**src/rtl/control_serializador.sv**
```systemverilog
// Sequencing controller for an external N-bit shift register: loads a word,
// then shifts it out one bit per consumer handshake.
`timescale 1ns/1ps

module control_serializador #(
  parameter int N = 4
) (
  input  logic         clk,
  input  logic         reset_L,
  input  logic         in_valid,
  input  logic [N-1:0] in_data,
  output logic         in_ready,
  input  logic         lsb_first,
  input  logic         ser_ready,
  output logic         ser_data,
  output logic         ser_valid,
  output logic         done,
  output logic         reg_enb,
  output logic         reg_dir,
  output logic         reg_s_in,
  output logic [1:0]   reg_modo,
  output logic [N-1:0] reg_d,
  input  logic         reg_s_out
);

  localparam int CW = $clog2(N) + 1;
  localparam logic [CW-1:0] LAST_BIT = CW'(N - 1);

  typedef enum logic [1:0] {
    IDLE  = 2'b00,
    LOAD  = 2'b01,
    SHIFT = 2'b10,
    FIN   = 2'b11
  } state_t;

  state_t          r_state;
  logic [CW-1:0]   r_cnt;
  logic [N-1:0]    r_word;
  logic            r_lsb;
  logic            r_in_ready;
  logic            r_ser_valid;
  logic            r_done;
  logic            r_load_enb;
  logic [1:0]      r_modo;

  // FSM with its outputs registered one state ahead of use
  always_ff @(posedge clk or negedge reset_L) begin
    if (!reset_L) begin
      r_state     <= IDLE;
      r_cnt       <= '0;
      r_word      <= '0;
      r_lsb       <= 1'b1;
      r_in_ready  <= 1'b1;
      r_ser_valid <= 1'b0;
      r_done      <= 1'b0;
      r_load_enb  <= 1'b0;
      r_modo      <= 2'b00;
    end else begin
      case (r_state)
        IDLE: begin
          if (in_valid) begin
            r_word     <= in_data;
            r_lsb      <= lsb_first;
            r_state    <= LOAD;
            r_in_ready <= 1'b0;
            r_load_enb <= 1'b1;
            r_modo     <= 2'b10;
          end
        end
        LOAD: begin
          r_state     <= SHIFT;
          r_cnt       <= '0;
          r_load_enb  <= 1'b0;
          r_modo      <= 2'b00;
          r_ser_valid <= 1'b1;
        end
        SHIFT: begin
          // A stalled consumer freezes both the counter and the register
          if (ser_ready) begin
            if (r_cnt == LAST_BIT) begin
              r_state     <= FIN;
              r_cnt       <= '0;
              r_ser_valid <= 1'b0;
              r_done      <= 1'b1;
            end else begin
              r_cnt <= r_cnt + CW'(1);
            end
          end
        end
        FIN: begin
          r_state    <= IDLE;
          r_done     <= 1'b0;
          r_in_ready <= 1'b1;
        end
        default: begin
          r_state     <= IDLE;
          r_cnt       <= '0;
          r_in_ready  <= 1'b1;
          r_ser_valid <= 1'b0;
          r_done      <= 1'b0;
          r_load_enb  <= 1'b0;
          r_modo      <= 2'b00;
        end
      endcase
    end
  end

  // Shift enable must follow ser_ready in the same cycle, so it is combinational
  assign reg_enb   = r_load_enb | (r_ser_valid & ser_ready);
  assign ser_data  = r_ser_valid & reg_s_out;
  assign ser_valid = r_ser_valid;
  assign in_ready  = r_in_ready;
  assign done      = r_done;
  assign reg_modo  = r_modo;
  assign reg_dir   = r_lsb;
  assign reg_d     = r_word;
  assign reg_s_in  = 1'b0;

endmodule

```
**config.mk**
```make
export PLATFORM = sky130hd
export DESIGN_NAME = control_serializador
export DESIGN_NICKNAME = d
export VERILOG_FILES = /design/src/rtl/control_serializador.sv
export SDC_FILE = /design/constraint.sdc
export NUM_CORES = 1
export LEC_CHECK = 0
export BUFFER_PORTS_ARGS = -buffer_cell sky130_fd_sc_hd__buf_2
export CORE_ASPECT_RATIO = 1.2
export CORE_MARGIN = 1.5
export CORE_UTILIZATION = 49
export CTS_CLUSTER_DIAMETER = 200
export CTS_CLUSTER_SIZE = 25
export DETAILED_ROUTE_END_ITERATION = 12
export PLACE_DENSITY = 0.76
export SKIP_CTS_REPAIR_TIMING = 1
export SLEW_MARGIN = 5
export SYNTH_ARGS = -nofsm -noshare
export SYNTH_HDL_FRONTEND = slang
export SYNTH_SLANG_ARGS = --single-unit
export TNS_END_PERCENT = 10
```
**constraint.sdc**
```tcl
create_clock -name clk -period 2 [get_ports clk]
set_input_delay 0.4 -clock clk [delete_from_list [all_inputs] [get_ports clk]]
set_output_delay 0.4 -clock clk [all_outputs]
set_load 0.005 [all_outputs]
```
==> results of run 1 <==
==> where the power goes <==
| group | switching, mW | internal, mW | leakage (nW) |
|---|---|---|---|
| logic | 0.301 | 0.336 | 0.262 |
| clock network | 0.0806 | 0.0696 | 0.0138 |
| registers | 0.0963 | 0.429 | 0.166 |
| total | 0.478 | 0.835 | 0.442 |
==> kinds of logic (layout without fill, tap and decap cells) <==
| group | Yosys count | count (layout) | share of synthesized area |
|---|---|---|---|
| AO/OA/AOI/OAI | 13 | 13 | 0.1283 |
| AND/OR/NAND/NOR | 15 | 15 | 0.1250 |
| multiplexers | 9 | 9 | 0.1266 |
| adder cells (fa/ha/maj) | 6 | 6 | 0.09740 |
| buffers and inverters | 9 | 28 | 0.06006 |
| other | 1 | 2 | 0.004865 |
| flip-flops | 14 | 14 | 0.4578 |
==> critical path: stages, from the launching register on <==
cell,delay [ps]
sky130_fd_sc_hd__dfrtp_1,420
sky130_fd_sc_hd__inv_1,100
sky130_fd_sc_hd__ha_1,270
sky130_fd_sc_hd__and2b_1,220
sky130_fd_sc_hd__a211oi_4,190
sky130_fd_sc_hd__mux2_1,350
==> sequential cells by signal, indices dropped and copies added, names as in the netlist <==
| signal | flops |
|---|---|
| done | 1 |
| in_ready | 1 |
| r_cnt | 3 |
| r_state | 2 |
| reg_d | 4 |
| reg_dir | 1 |
| reg_modo | 1 |
| ser_valid | 1 |
==> layout make-up <==
type                    instances  area (um^2)
well taps                      17        21.27
flip-flops and latches         14        352.8
inverters                       5        18.77
clock buffers                   3        22.52
multi-input cells              45        375.4
fillers                       135        554.3
repair buffers                 20        100.1
==> path summary, 6_finish.rpt <==
kind | startpoint | end | slack (ps) | cells after the start
min in group clk | in_data[0] | reg_d[0]$_DFFE_PN0P_ | 360 | 2
setup reg to reg | r_state[0]$_DFFE_PN0P_ | r_state[1]$_DFFE_PN0P_ | 330 | 5
hold / removal | reset_L | r_cnt[0]$_DFFE_PN0P_ | 8 | 1
setup / recovery | r_state[0]$_DFFE_PN0P_ | r_state[1]$_DFFE_PN0P_ | 330 | 5
hold reg to reg | in_ready$_DFFE_PN1P_ | in_ready$_DFFE_PN1P_ | 510 | 2
max in group asynchronous | reset_L | in_ready$_DFFE_PN1P_ | 1710 | 1
==> layout by cell type, fill, tap and decap left out, types with 2 or more instances in the layout <==
cell                       instances
sky130_fd_sc_hd__buf_2            20
sky130_fd_sc_hd__clkbuf_4          3
sky130_fd_sc_hd__ha_1              6
sky130_fd_sc_hd__mux2i_1           3
sky130_fd_sc_hd__o21ai_0           3
sky130_fd_sc_hd__inv_1             5
sky130_fd_sc_hd__a21oi_1           3
sky130_fd_sc_hd__conb_1            2
sky130_fd_sc_hd__dfstp_2           2
sky130_fd_sc_hd__dfrtp_1          12
sky130_fd_sc_hd__mux2_2            5
sky130_fd_sc_hd__nor2_1            2
sky130_fd_sc_hd__nand2_1           3
sky130_fd_sc_hd__and2b_1           2
sky130_fd_sc_hd__nor2b_1           2
==> metal layers <==
metal | part of all wire | up-vias
met5 | 0 | -
met4 | 0.018 | 0
met3 | 0.038 | 4
met2 | 0.51 | 19
met1 | 0.43 | 256
li1 | - | 269
==> out/metrics.cfg, run 1 <==
[status]
status=finished, final reports clean

[pwr]
design_power_total_mw=1.312
power.leakage_nw=0.4418
peakVddDrop_v=0.0007156
p_per_area_nw_per_um2=1473

[grt]
met1_usage=0.1994
global_route_wire_length_before_repair_um=2166
number_of_antenna_violations_at_the_first_check_in_global_routing=0
globalRouteMet2Util=0.3300
global_route_met3_usage=0.02899
grt_overflow_total=0
grt_pass1_vias=510
grt_usage=0.1839
pin_count_of_the_biggest_net_entering_global_routing=15
grt-busiest-layer=met2

[layout]
final_net_count=105
final-instance-count-excl-fill=104
layout.cell_area.non_filler_um2=890.9
diodes=0
drive_gt1_frac=0.3908
syn2layout_area_growth_pct=15.58
finalCoreUtilization=0.6165

[logic_synthesis]
synthesis.instances=67
synth.cell_area_um2=770.7
yosys_register_bits=14
synth-main-ff-cell=sky130_fd_sc_hd__dfrtp_1
synth_edf_count=0
yosysTopAreaCell=sky130_fd_sc_hd__dfrtp_1
synthMostInstantiatedCell=sky130_fd_sc_hd__dfrtp_1
async_reset_ff_frac=1.000
synth_top_cells_by_area=sky130_fd_sc_hd__dfrtp_1 (39%), sky130_fd_sc_hd__ha_1 (9.7%), sky130_fd_sc_hd__mux2_2 (7.3%)
synth.top_cell.area_share=0.3896
synth_seq_area_share=0.4578
avgSynthCellArea_um2=11.50
netlist_top_cells_count=sky130_fd_sc_hd__dfrtp_1 (12), sky130_fd_sc_hd__ha_1 (6), sky130_fd_sc_hd__inv_1 (5), sky130_fd_sc_hd__mux2_2 (5)
post_synth_num_cell_types=29
yosysWarnings=0

[route]
drt-vias-per-instance=5.269
detail_route.iter0.violations=1
drt-pass1-iter-count=2
postRouteAntennaNets=0
dr_total_vias=548
post-route-drc-count=0
drt-wirelength-per-cell_um=13.01
routed_wl_um=1353

[timing]
drv_slew=0
final_min_period_over_clock_period=0.8347
fin_hold_viols=0
finalSetupViolCount=0
fin_hold_ws_ps=7.875
achievable-frequency_mhz=599.0
grt_setup_unrepaired=no
clock_skew_after_layout_ps=1.570
setup_total_negative_slack_ps=0
post-route-min-period_ps=1669
setup_slack_ps=330.7

[floorplan]
core_area_um2=1445
design.die.area_um2=1821
io_pins=23
fp.dieW_um=39.21
floorplan.initialDensity=0.5333
die_height_um=46.45
row_count=15

[clocking]
clk_pin_slew_worst_setup_hold_paths_ps=80
cts_inserted_buffers=3
insertion_delay_ps=270
cts_root_buffer=sky130_fd_sc_hd__clkbuf_4
cts-root-to-sink-buffers=2
tritoncts_num_sinks=14
cts_max_level=1
tritoncts=yes

[worst_setup_path]
setup.worst_path.end_class=register
worst-path-max-fanout=5
cp_data_required_time_ps=2150
critPathKind=register to register
start_kind=register
worst-endpoint-arrival_ps=1820

[hold_path]
hp-class=primary input to asynchronous set/reset pin

[placement]
numPortBuffers=20
detailed_place.area_um2=868.3
dp.cells=101
gpl_wtd_cong=0.7998
place_worst_setup_slack_ps=346.3

[run]
maxCapViolCount=0

Note: power is estimated with default switching activity, not from simulation.
==> run 2: changes to the inputs <==
ABC_AREA = 1   (was default)
CORE_UTILIZATION = 48   (was 49)
PLACE_DENSITY = 0.75   (was 0.76)
clock period = 1.7 ns   (was 2 ns; I/O delays follow)
==> run 2 against run 1 <==
- sequential power is 13% higher
- cell count is 27% higher
- combinational power up 13%
- critical path depth increased by 1
- sequential share of layout area shrank 0.60 points
- largest cell class is now registers
==> out/metrics.cfg, run 2 <==
[timing]
grt_setup_unrepaired=no
drv_slew=0
final_min_period_over_clock_period=0.8104
post-route-min-period_ps=1378
fin_hold_viols=0
finalSetupViolCount=0
achievable-frequency_mhz=725.8
clock_skew_after_layout_ps=0.7115
setup_total_negative_slack_ps=0

[layout]
largest_register_ff_count=4
diodes=0
commonest_non_fill_non_tap_cell_in_the_layout=sky130_fd_sc_hd__nand2_1
final_cell_mix=sky130_fd_sc_hd__nand2_1 (34), sky130_fd_sc_hd__buf_2 (20), sky130_fd_sc_hd__inv_1 (15)
finalCoreUtilization=0.6179
final_net_count=132
syn2layout_area_growth_pct=19.70
drive_gt1_frac=0.2609

[clocking]
cts_inserted_buffers=3
tritoncts_num_sinks=14
insertion_delay_ps=280
cts_root_buffer=sky130_fd_sc_hd__clkbuf_4
cts-root-to-sink-buffers=2
cts_max_level=1
clk_pin_slew_worst_setup_hold_paths_ps=80
tritoncts=yes

[pwr]
seq_power_share=0.382
p_clk_frac=0.156
internal_power_mw=0.9334
peakVddDrop_v=0.0009682
p_per_area_nw_per_um2=1726
share_comb_of_total_power=0.462
p_sw_mw=0.6282
power_switching_share=0.4023
power.leakage_nw=0.5460

[floorplan]
io_pins=23
floorplan.initialDensity=0.5162
fp.dieW_um=39.22
row_count=15
design.die.area_um2=1822
die_height_um=46.47
core_area_um2=1464

[route]
drt-pass1-iter-count=4
dr_total_vias=632
routed_wl_um=1416
detail_route.iter0.violations=12
post-route-drc-count=0
postRouteAntennaNets=0
drt-vias-per-instance=4.788
drt-wirelength-per-cell_um=10.73

[logic_synthesis]
synth_seq_area_share=0.4669
synth_top_cells_by_area=sky130_fd_sc_hd__dfrtp_1 (40%), sky130_fd_sc_hd__nand2_1 (17%), sky130_fd_sc_hd__ha_1 (9.9%)
synth-main-ff-cell=sky130_fd_sc_hd__dfrtp_1
synthesis.instances=92
synth.cell_area_um2=755.7
post_synth_num_cell_types=18
synth_edf_count=0
synth.top_cell.area_share=0.3974
async_reset_ff_frac=1.000
synthMostInstantiatedCell=sky130_fd_sc_hd__nand2_1
yosys_register_bits=14
avgSynthCellArea_um2=8.214
yosysWarnings=0
netlist_top_cells_count=sky130_fd_sc_hd__nand2_1 (34), sky130_fd_sc_hd__inv_1 (15), sky130_fd_sc_hd__dfrtp_1 (12)
yosysTopAreaCell=sky130_fd_sc_hd__dfrtp_1

[worst_setup_path]
r2r_end=reg_modo[1]$_DFFE_PN0P_
worst-path-max-fanout=7
cp_data_required_time_ps=1880
setup.worst_path.end_class=register
start_kind=register
launch_point_of_the_worst_reg_to_reg_path=r_state[0]$_DFFE_PN0P_
worst_r2r_setup_slack_ps=320
worst-endpoint-arrival_ps=1560
worstRegToRegCells=6
critPathKind=register to register

[hold_path]
worst_hold_path.endpoint=reg_dir$_DFFE_PN1P_
hold_depth=3
min_from=lsb_first
hp-class=primary input to register

[grt]
grt_usage=0.1841
pin_count_of_the_biggest_net_entering_global_routing=15
grt_pass1_vias=504
grt_overflow_total=0
number_of_antenna_violations_at_the_first_check_in_global_routing=0
global_route_wire_length_before_repair_um=2173

[placement]
hpwlAfterDp_um=1095
gpl_wtd_cong=0.9043
numPortBuffers=20

[run]
maxCapViolCount=0

[status]
status=finished, final reports clean

## run 2: power groups by stage
stage          Combinational [mW]  Clock [mW]  Sequential, mW
6_report                    0.721       0.244           0.597
5_1_grt                     0.843       0.267           0.613
4_1_cts                     0.727       0.253           0.596
3_5_place_dp                0.720           0           0.604
3_3_place_gp                0.708           0           0.595
2_1_floorplan               0.502           0           0.598
## run 2: how the worst max path moves through the flow
stage | start | end | slack (ps) | depth (start not counted)
global placement | r_state[0]$_DFFE_PN0P_ | reg_modo[1]$_DFFE_PN0P_ | 410 | 6
finish | r_state[0]$_DFFE_PN0P_ | reg_modo[1]$_DFFE_PN0P_ | 320 | 6
detailed placement | r_state[0]$_DFFE_PN0P_ | reg_modo[1]$_DFFE_PN0P_ | 330 | 6
global route | r_state[0]$_DFFE_PN0P_ | reg_modo[1]$_DFFE_PN0P_ | 190 | 6
floorplan | r_state[0]$_DFFE_PN0P_ | reg_modo[1]$_DFFE_PN0P_ | 480 | 6
CTS | r_state[0]$_DFFE_PN0P_ | reg_modo[1]$_DFFE_PN0P_ | 310 | 6
## run 2: critical path, cell delays in order, from the launching register on
cell	delay, ps
sky130_fd_sc_hd__dfrtp_1	400
sky130_fd_sc_hd__inv_1	100
sky130_fd_sc_hd__ha_1	230
sky130_fd_sc_hd__nand2_1	190
sky130_fd_sc_hd__inv_1	140
sky130_fd_sc_hd__o21ai_0	170
sky130_fd_sc_hd__inv_1	50
## run 2: cells by family after synthesis
family | count (synthesis) | share of synthesized area
other | 1 | 0.004962
flip-flops | 14 | 0.4669
AND/OR/NAND/NOR | 45 | 0.2599
AO/OA/AOI/OAI | 7 | 0.05960
adder cells (fa/ha/maj) | 6 | 0.09934
buffers and inverters | 19 | 0.1093
## run 2: area by class of cell
type	instances	area [um^2]
sequential	14	352.8
tap	17	21.27
timing repair buffer	21	110.1
multi-input combinational	60	324.1
clock buffer	4	36.28
inverter	16	60.06
fill	132	559.3
## run 2: through the flow
step	cells	power [mW]	hold slack [ps]	area (um^2)	setup WS [ps]
detailed placement	127	1.324	248.7	858.3	327.4
global placement	127	1.303	250.7	858.3	408.7
global route	132	1.723	246.2	904.6	192.8
CTS	131	1.577	-73.27	894.6	306.8
finish	132	1.562	245.1	904.6	322.3
floorplan	93	1.100	44.41	759.5	483.2
## run 2: per-layer routing
layer / up-vias / wire, um / track usage
met5: - / 0 / 0
met1: 284 / 650 / 0.2308
met2: 17 / 660 / 0.2767
met3: 5 / 71 / 0.04348
met4: 0 / 34 / 0.1241
li1: 326 / - / -
